===== config.mk =====
export PLATFORM = sky130hd
export DESIGN_NAME = ex_stage
export DESIGN_NICKNAME = d
export VERILOG_FILES = /design/src/rtl/ex_stage.sv
export SDC_FILE = /design/constraint.sdc
export NUM_CORES = 1
export LEC_CHECK = 0
export ABC_CLOCK_PERIOD_IN_PS = 4700
export BUFFER_PORTS_ARGS = -buffer_cell sky130_fd_sc_hd__buf_2
export CAP_MARGIN = 10
export CELL_PAD_IN_SITES_DETAIL_PLACEMENT = 0
export CELL_PAD_IN_SITES_GLOBAL_PLACEMENT = 1
export CORE_MARGIN = 3
export CORE_UTILIZATION = 40
export DETAILED_ROUTE_END_ITERATION = 8
export GPL_TIMING_DRIVEN = 0
export PLACE_DENSITY = 0.85
export SYNTH_ARGS = -nofsm -noshare
export SYNTH_HDL_FRONTEND = slang
export SYNTH_SLANG_ARGS = --single-unit
export TNS_END_PERCENT = 50

===== constraint.sdc =====
create_clock -name clk -period 4.7 [get_ports clk]
set_input_delay 0.47 -clock clk [delete_from_list [all_inputs] [get_ports clk]]
set_output_delay 0.47 -clock clk [all_outputs]
set_load 0.02 [all_outputs]

===== src/rtl/ex_stage.sv =====
// Execute stage: operand forwarding, single-cycle ALU, 32-cycle shift-add multiplier
// and the EX/MEM pipeline register.
module ex_stage #(
    parameter int MUL_CYCLES = 32
) (
    input  logic        clk,
    input  logic        rst_n,
    input  logic [1:0]  ALUOp_EX,
    input  logic        RegDst_EX,
    input  logic        ALUSrc_EX,
    input  logic        MemRead_EX,
    input  logic        MemWrite_EX,
    input  logic        MemtoReg_EX,
    input  logic        RegWrite_EX,
    input  logic [31:0] regReadData1_EX,
    input  logic [31:0] regReadData2_EX,
    input  logic [31:0] signExtend_EX,
    input  logic [4:0]  Rt_EX,
    input  logic [4:0]  Rd_EX,
    input  logic [1:0]  ForwardA,
    input  logic [1:0]  ForwardB,
    input  logic [31:0] writeData_WB,
    output logic [31:0] ALUResult_MEM,
    output logic [31:0] storeData_MEM,
    output logic [4:0]  writeReg_MEM,
    output logic        MemRead_MEM,
    output logic        MemWrite_MEM,
    output logic        MemtoReg_MEM,
    output logic        RegWrite_MEM,
    output logic        mulBusy
);

    typedef enum logic {IDLE, BUSY} state_t;

    localparam logic [4:0] LAST_CNT = 5'(MUL_CYCLES - 1);

    state_t      state_q, state_d;
    logic [4:0]  cnt_q, cnt_d;
    logic [31:0] acc_q, acc_d;
    logic [31:0] mcand_q, mcand_d;
    logic [31:0] mplier_q, mplier_d;

    logic [31:0] opA, fwdB, opB, aluResult, mulTerm, aluRes_d;
    logic [5:0]  funct;
    logic        isMul, busyRaw, bubble, mulDone;

    function automatic logic [31:0] fwdSel(input logic [1:0]  sel,
                                           input logic [31:0] rf,
                                           input logic [31:0] mem,
                                           input logic [31:0] wb);
        case (sel)
            2'b10:   return mem;
            2'b01:   return wb;
            default: return rf;
        endcase
    endfunction

    assign opA   = fwdSel(ForwardA, regReadData1_EX, ALUResult_MEM, writeData_WB);
    assign fwdB  = fwdSel(ForwardB, regReadData2_EX, ALUResult_MEM, writeData_WB);
    assign opB   = ALUSrc_EX ? signExtend_EX : fwdB;
    assign funct = signExtend_EX[5:0];
    assign isMul = (ALUOp_EX == 2'b10) && (funct == 6'h18) && RegWrite_EX;

    // Single-cycle ALU; funct 0x18 is handled by the multiplier, not here
    always_comb begin
        aluResult = '0;
        case (ALUOp_EX)
            2'b00: aluResult = opA + opB;
            2'b01: aluResult = opA - opB;
            2'b11: aluResult = {31'd0, $signed(opA) < $signed(opB)};
            default: begin
                case (funct)
                    6'h20:   aluResult = opA + opB;
                    6'h22:   aluResult = opA - opB;
                    6'h24:   aluResult = opA & opB;
                    6'h25:   aluResult = opA | opB;
                    6'h2A:   aluResult = {31'd0, $signed(opA) < $signed(opB)};
                    default: aluResult = '0;
                endcase
            end
        endcase
    end

    assign mulTerm = mplier_q[cnt_q] ? (mcand_q << cnt_q) : 32'd0;

    always_comb begin
        state_d  = state_q;
        cnt_d    = cnt_q;
        acc_d    = acc_q;
        mcand_d  = mcand_q;
        mplier_d = mplier_q;
        busyRaw  = 1'b0;
        bubble   = 1'b0;
        mulDone  = 1'b0;
        case (state_q)
            IDLE: begin
                if (isMul) begin
                    busyRaw  = 1'b1;
                    bubble   = 1'b1;
                    mcand_d  = opA;
                    mplier_d = opB;
                    acc_d    = '0;
                    cnt_d    = '0;
                    state_d  = BUSY;
                end
            end
            default: begin
                acc_d = acc_q + mulTerm;
                cnt_d = cnt_q + 5'd1;
                if (cnt_q == LAST_CNT) begin
                    // Upstream advances on this edge, so the mul is not seen again
                    mulDone = 1'b1;
                    cnt_d   = '0;
                    state_d = IDLE;
                end else begin
                    busyRaw = 1'b1;
                    bubble  = 1'b1;
                end
            end
        endcase
    end

    assign aluRes_d = mulDone ? (acc_q + mulTerm) : aluResult;
    assign mulBusy  = rst_n & busyRaw;

    always_ff @(posedge clk or negedge rst_n) begin
        if (!rst_n) begin
            state_q       <= IDLE;
            cnt_q         <= '0;
            acc_q         <= '0;
            mcand_q       <= '0;
            mplier_q      <= '0;
            ALUResult_MEM <= '0;
            storeData_MEM <= '0;
            writeReg_MEM  <= '0;
            MemRead_MEM   <= 1'b0;
            MemWrite_MEM  <= 1'b0;
            MemtoReg_MEM  <= 1'b0;
            RegWrite_MEM  <= 1'b0;
        end else begin
            state_q       <= state_d;
            cnt_q         <= cnt_d;
            acc_q         <= acc_d;
            mcand_q       <= mcand_d;
            mplier_q      <= mplier_d;
            ALUResult_MEM <= aluRes_d;
            storeData_MEM <= fwdB;
            writeReg_MEM  <= RegDst_EX ? Rd_EX : Rt_EX;
            MemRead_MEM   <= bubble ? 1'b0 : MemRead_EX;
            MemWrite_MEM  <= bubble ? 1'b0 : MemWrite_EX;
            MemtoReg_MEM  <= bubble ? 1'b0 : MemtoReg_EX;
            RegWrite_MEM  <= bubble ? 1'b0 : RegWrite_EX;
        end
    end

endmodule


## After elaboration in Yosys (flattened, before gate mapping)

Cells that the tools add are included.

- Flip-flop bits (word level): 175
- Bits of input ports: 152
- Output and inout bits: 74
- Logic and storage cells: 66

- Add/subtract/negate cells: 4
- $lt $le $gt $ge: 2
- Equality and inequality tests: 14
- Shifts and indexed selects: 1
- Muxes and demuxes: 24
- Bitwise operators: 4
- Reduce and logical (&&, ||, !) cells: 5

Operators by type and width:

| operator | number |
|---|---|
| two-way mux 32 bit | 5 |
| case mux 32 bit (5 select lines) | 1 |
| case mux 32 bit (2 select lines) | 2 |
| case mux 32 bit (3 select lines) | 1 |
| adder 32 bit | 2 |
| AND 32 bit | 1 |
| less-than comparator 32 bit | 1 |
| OR 32 bit | 1 |
| << shifter 32 x 5 -> 32 bit | 1 |
| subtractor 32 bit | 1 |
| == test 6 bit, second input constant | 5 |
| two-way mux 5 bit | 4 |
| two-way mux 1 bit | 10 |
| == test 2 bit, second input constant | 4 |
| == test 2 x 1 -> 1 bit, second input constant | 3 |
| == test 6 x 5 -> 1 bit, second input constant | 1 |
| less-than comparator 5 x 6 -> 1 bit, second input constant | 1 |
| adder 5 x 1 -> 5 bit, second input constant | 1 |
| binary-select mux 1 bit (select 5 bit) | 1 |
| == test 5 bit, second input constant | 1 |
| logical AND 1 bit | 2 |
| zero test 2 bit | 1 |
| AND reduction 2 bit | 1 |
| nonzero test 2 bit | 1 |
| 2 further kinds | 2 |

## Logic depth before layout (Yosys ltp)

- Depth after elaboration: 7
- Gate-level depth with buffers: 24
- Mapped depth without buffers: 20

## Worst setup path before layout

No wires, ideal clock.

- Path type: reg2reg
- From: register cnt_q[1]
- To: register acc_q[28]
- Library setup time: 0.121 ns
- Data arrival time: 4.450 ns
- Slack: 0.129 ns
- Stages on the path, launching flop included: 19
- Period minus slack after synthesis: 4.571 ns
- Cells stage by stage: dfrtp_1 clkbuf_1 buf_2 buf_2 buf_1 clkbuf_1 or3_1 nor2_1 ha_1 fa_1 a2111oi_0 nor3_1 o211ai_1 a21oi_1 a311oi_1 o21ai_0 a21oi_1 xnor2_1 a22o_1

- Word-level cells in the longest chain between the ends: 5
- Elaborated cells between the ends (all ways): 6
- Those cells by class: add/sub (1); shift (1); mux (4)

Ends and longest elaborated chain:

| item | RTL line | source |
|---|---|---|
| start, declared | 38 | `logic [4:0] cnt_q, cnt_d;` |
| start signal, assigned | 142 | `cnt_q <= cnt_d;` |
| binary-select mux 1 bit (select 5 bit) | 84 | `assign mulTerm = mplier_q[cnt_q] ? (mcand_q << cnt_q) : 32'd0;` |
| two-way mux 1 bit (implied by the code) | 84 |  |
| two-way mux 32 bit (*) | 84 |  |
| adder 32 bit (*) | 108 | `acc_d = acc_q + mulTerm;` |
| two-way mux 32 bit (*) | 95 | `case (state_q)` |
| end signal, assigned | 130 | `acc_q <= '0;` |
| end signal, assigned | 143 | `acc_q <= acc_d;` |
| end, declared | 39 | `logic [31:0] acc_q, acc_d;` |

Mark *: on every way between the ends. The rest lies on a longest branch, timed or not. The select of a mux whose other input is x is not followed.
A chain may end at the register's enable or synchronous reset.

## Final worst setup path

- From: input ForwardB[1]
- To: register ALUResult_MEM[27]

- Word-level cells in the longest chain between the ends: 7
- Elaborated cells between the ends (all ways): 11
- Those cells by class: add/sub (2); eq/ne (2); mux (5); bitwise (2)

Ends and longest elaborated chain:

| item | RTL line | source |
|---|---|---|
| start, declared | 21 | `input logic [1:0] ForwardB,` |
| == test 2 x 1 -> 1 bit / == test 2 bit (equally long branches) | 51 | `case (sel)` |
| case mux 32 bit (2 select lines) (*) | 51 |  |
| two-way mux 32 bit (*) | 60 | `assign opB = ALUSrc_EX ? signExtend_EX : fwdB;` |
| net opB[8] | 43 | `logic [31:0] opA, fwdB, opB, aluResult, mulTerm, aluRes_d;` |
| subtractor 32 bit / adder 32 bit (equally long branches) | n/a |  |
| case mux 32 bit (5 select lines) | 72 | `case (funct)` |
| case mux 32 bit (3 select lines) (*) | 67 | `case (ALUOp_EX)` |
| two-way mux 32 bit (*) | 123 | `assign aluRes_d = mulDone ? (acc_q + mulTerm) : aluResult;` |
| net aluRes_d[27] | 43 |  |
| end signal, assigned | 146 | `ALUResult_MEM <= aluRes_d;` |
| end, declared | 23 | `output logic [31:0] ALUResult_MEM,` |

Mark *: on every way through the listed nets, which the timed path passes. The rest lies on a longest branch.

==> reports/qor.yml <==
outcome:
  outcome: "complete, no violations"
logic_synthesis:
  syn_avg_cell_area_um2: 7.86
  synth_fp_nets: 2348
  yosysWarnings: 0
  synth_edf_count: 0
  ys_ff_latch: 175
  synthArstFlopShare: 1.00
  synthTopCellsByArea: "dfrtp_1 (27%), ha_1 (10%), a21oi_1 (7.7%), nor2_1 (5.6%), o21ai_0 (5.3%)"
  syn_inst: 2058
  synth_top_area_cell: "dfrtp_1"
  syn_area_um2: 16200
  synth.distinct_cells: 89
  synth_top_area_frac: 0.271
  seq_area_frac_synth: 0.271
  synthFlopType: "dfrtp_1"
global_route:
  grt_pass1_vias: 17300
  grt_pass1_wl_mm: 112
  grt_max_degree: 91
  track_usage: 0.343
  antenna_found_initial: 6
  grt_overflow: 0
setup_path:
  crit_path_start_kind: "input pin"
  critPathArrivalTime_ns: 4.86
  path_max_fanout: 10
  reg2reg_slack_ns: 0.12
  r2r-end: "ALUResult_MEM[28]"
  worstPathRequired_ns: 4.98
  cp-startpoint: "ForwardB[1]"
  end_kind: "flip-flop"
  r2r_start: "cnt_q[0]"
  reg2reg_depth: 19
  path_class: "in2reg"
sta:
  fin_skew_ns: 0.0118
  setup_violations: 0
  worst_slack_ns: 0.112
  finalHoldViolCount: 0
  fmax_mhz: 218
  slew-limit-headroom: 0.144
  fin_crit_ns: 4.59
  rsz0062_at_grt: "true"
  period_share: 0.976
  drv_slew: 0
  worst_pin_slew_ns: 1.28
cts:
  path_clk_slew_ns: 0.07
  clock_sinks: 175
  postCtsHoldBufs: 0
  cts_tree: "done"
  cts_buffer_depth: 2
  cts_made_buffers: 17
  clockRootBuffer: "clkbuf_16"
  htreeDepth: 4
  clock_latency_ns: 0.45
min_path:
  hp-class: "in2async"
place:
  placed_cell_area_um2: 18000
  portBuffers: 222
  pre_cts_ws_ns: -1.68
  dpl.hpwl_mm: 61.5
  gp_congestion: 1.07
die:
  rows: 73
  core_um2: 39800
  start_util: 0.406
  dieArea_um2: 42900
  io_pins: 226
  die_h_um: 207
  die_w_um: 207
power_and_ir_drop:
  power_w: 0.00756
  power_report.internal_total_w: 0.00410
  powerDensity_nw_per_um2: 385
  p_comb_frac: 0.531
  p_leak_nw: 9.14
  p_clk_frac: 0.202
  p_sw_w: 0.00346
  ir_worst_vdd_mv: 0.238
  switching_share: 0.457
  pwr-share-seq: 0.267
layout:
  layout-drive-gt1-share: 0.227
  fillers: 3932
  postLayoutCellArea_um2: 19700
  nNetsFinal: 2610
  synthToLayoutAreaGrowth_pct: 21.6
  final_cell_mix: "buf_2 (233), nor2_1 (233), nand2_1 (203)"
routing:
  ant_nets: 0
  dr_total_vias: 18100
  wl_met1_mm: 30.1
  wire_per_inst_um: 26.8
  drt-initial-drc-count: 2280
  routed_wirelength_mm: 76.7
  drc: 0
  top_layer: "met5"
  via_per_inst: 6.32
  routed-wl-met3_mm: 7.63
  met2_length_mm: 34.6
  first_pass_iters: 6
flow_run:
  maxCapViolCount: 0
[cells in the mapped netlist, types with 10 or more instances]
cell / n
a211oi_1: 29
a21o_1: 23
a21oi_1: 249
a221o_1: 11
a221oi_1: 13
a22oi_1: 63
a31oi_1: 14
and2_1: 10
and3_1: 15
buf_1: 21
buf_2: 13
clkbuf_1: 99
dfrtp_1: 175
ha_1: 135
inv_1: 144
mux2_2: 16
mux2i_1: 28
mux4_2: 30
nand2_1: 204
nand2b_1: 21
nand3_1: 21
nor2_1: 240
nor2b_1: 20
nor3_1: 19
o211ai_1: 17
o21ai_0: 172
o21bai_1: 29
o221ai_1: 10
o31ai_1: 12
xnor2_1: 35
xor2_1: 11
[power by group through the flow]
stage / sequential (W) / clock (W) / combinational (W)
finish: 0.00202 / 0.00152 / 0.00401
global route: 0.00204 / 0.00159 / 0.00429
CTS: 0.00199 / 0.00152 / 0.00372
detailed placement: 0.00202 / 0 / 0.00353
global placement: 0.00202 / 0 / 0.00350
floorplan: 0.00209 / 0 / 0.00219
[worst max-delay path: stages]
cell      delay [ns]
buf_2           0.10
inv_1           0.04
ha_1            0.25
clkbuf_4        0.27
a22oi_1         0.30
nor2_1          0.11
a21oi_2         0.19
nor2_1          0.08
a21oi_2         0.27
inv_1           0.08
ha_2            0.38
nand2b_1        0.23
o21bai_1        0.23
a211oi_2        0.31
o21ai_1         0.13
a221oi_2        0.26
buf_4           0.18
a221oi_4        0.08
a211o_1         0.36
xnor2_1         0.15
a221oi_1        0.29
a21oi_1         0.09
[cell families after synthesis]
| family | count (synthesis) | share of synthesized area |
|---|---|---|
| AOI/OAI and AO/OA | 744 | 0.297 |
| and+or+nand+nor | 598 | 0.162 |
| buffers and inverters | 283 | 0.0672 |
| DFF | 175 | 0.271 |
| adders and majority gates | 138 | 0.108 |
| muxes | 74 | 0.0703 |
| xor gates and xnor gates | 46 | 0.0249 |
[metal layers]
metal | vias up | GRT usage
met3 | 266 | 0.0698
met2 | 1118 | 0.547
met1 | 8820 | 0.449
met5 | - | 0
met4 | 4 | 0.158
li1 | 7886 | -
[layout make-up]
type                            instances  area (µm²)  share of cell area
Tap cell                              525         657              0.0334
Timing Repair Buffer                  250        1360              0.0694
Sequential cell                       175        4380               0.223
Clock buffer                           23         478              0.0243
Multi-Input combinational cell       1600       11400               0.581
Antenna cell                            3        7.51            0.000382
Buffer                                129         671              0.0341
Clock inverter                          9         131             0.00668
Inverter                              147         552              0.0281
[timing repair]
item,CTS,global route
setup endpoints to repair,53,35
setup buffers,8,19
pin swaps,9,21
resized for setup,105,137
[registers in the layout, summed over array words and instances, names as in the netlist, 5 cells and up]
name	flops
acc_q	32
storeData_MEM	32
writeReg_MEM	5
mplier_q	32
ALUResult_MEM	32
mcand_q	32
cnt_q	5
[how the worst max path moves through the flow]
stage / endpoint / cells after the start / slack [ns]
6_report: ALUResult_MEM[27] / 22 / 0.11
5_1_grt: ALUResult_MEM[29] / 21 / -0.02
4_1_cts: ALUResult_MEM[21] / 19 / 0.01
3_5_place_dp: ALUResult_MEM[28] / 19 / -1.68
3_3_place_gp: ALUResult_MEM[28] / 19 / -1.67
2_1_floorplan: acc_q[28] / 18 / 0.13
[stage by stage]
stage	std cells	util	hold slack [ns]	TNS, ns
global placement	2805	0.450	0.456	-55.48
finish	2861	0.494	0.0464	0
CTS	2845	0.478	0.0714	0
detailed placement	2806	0.451	0.466	-56.32
floorplan	2058	-	0.174	0
global route	2860	0.493	0.108	-0.0713
Note: power is estimated with default switching activity, not from simulation.
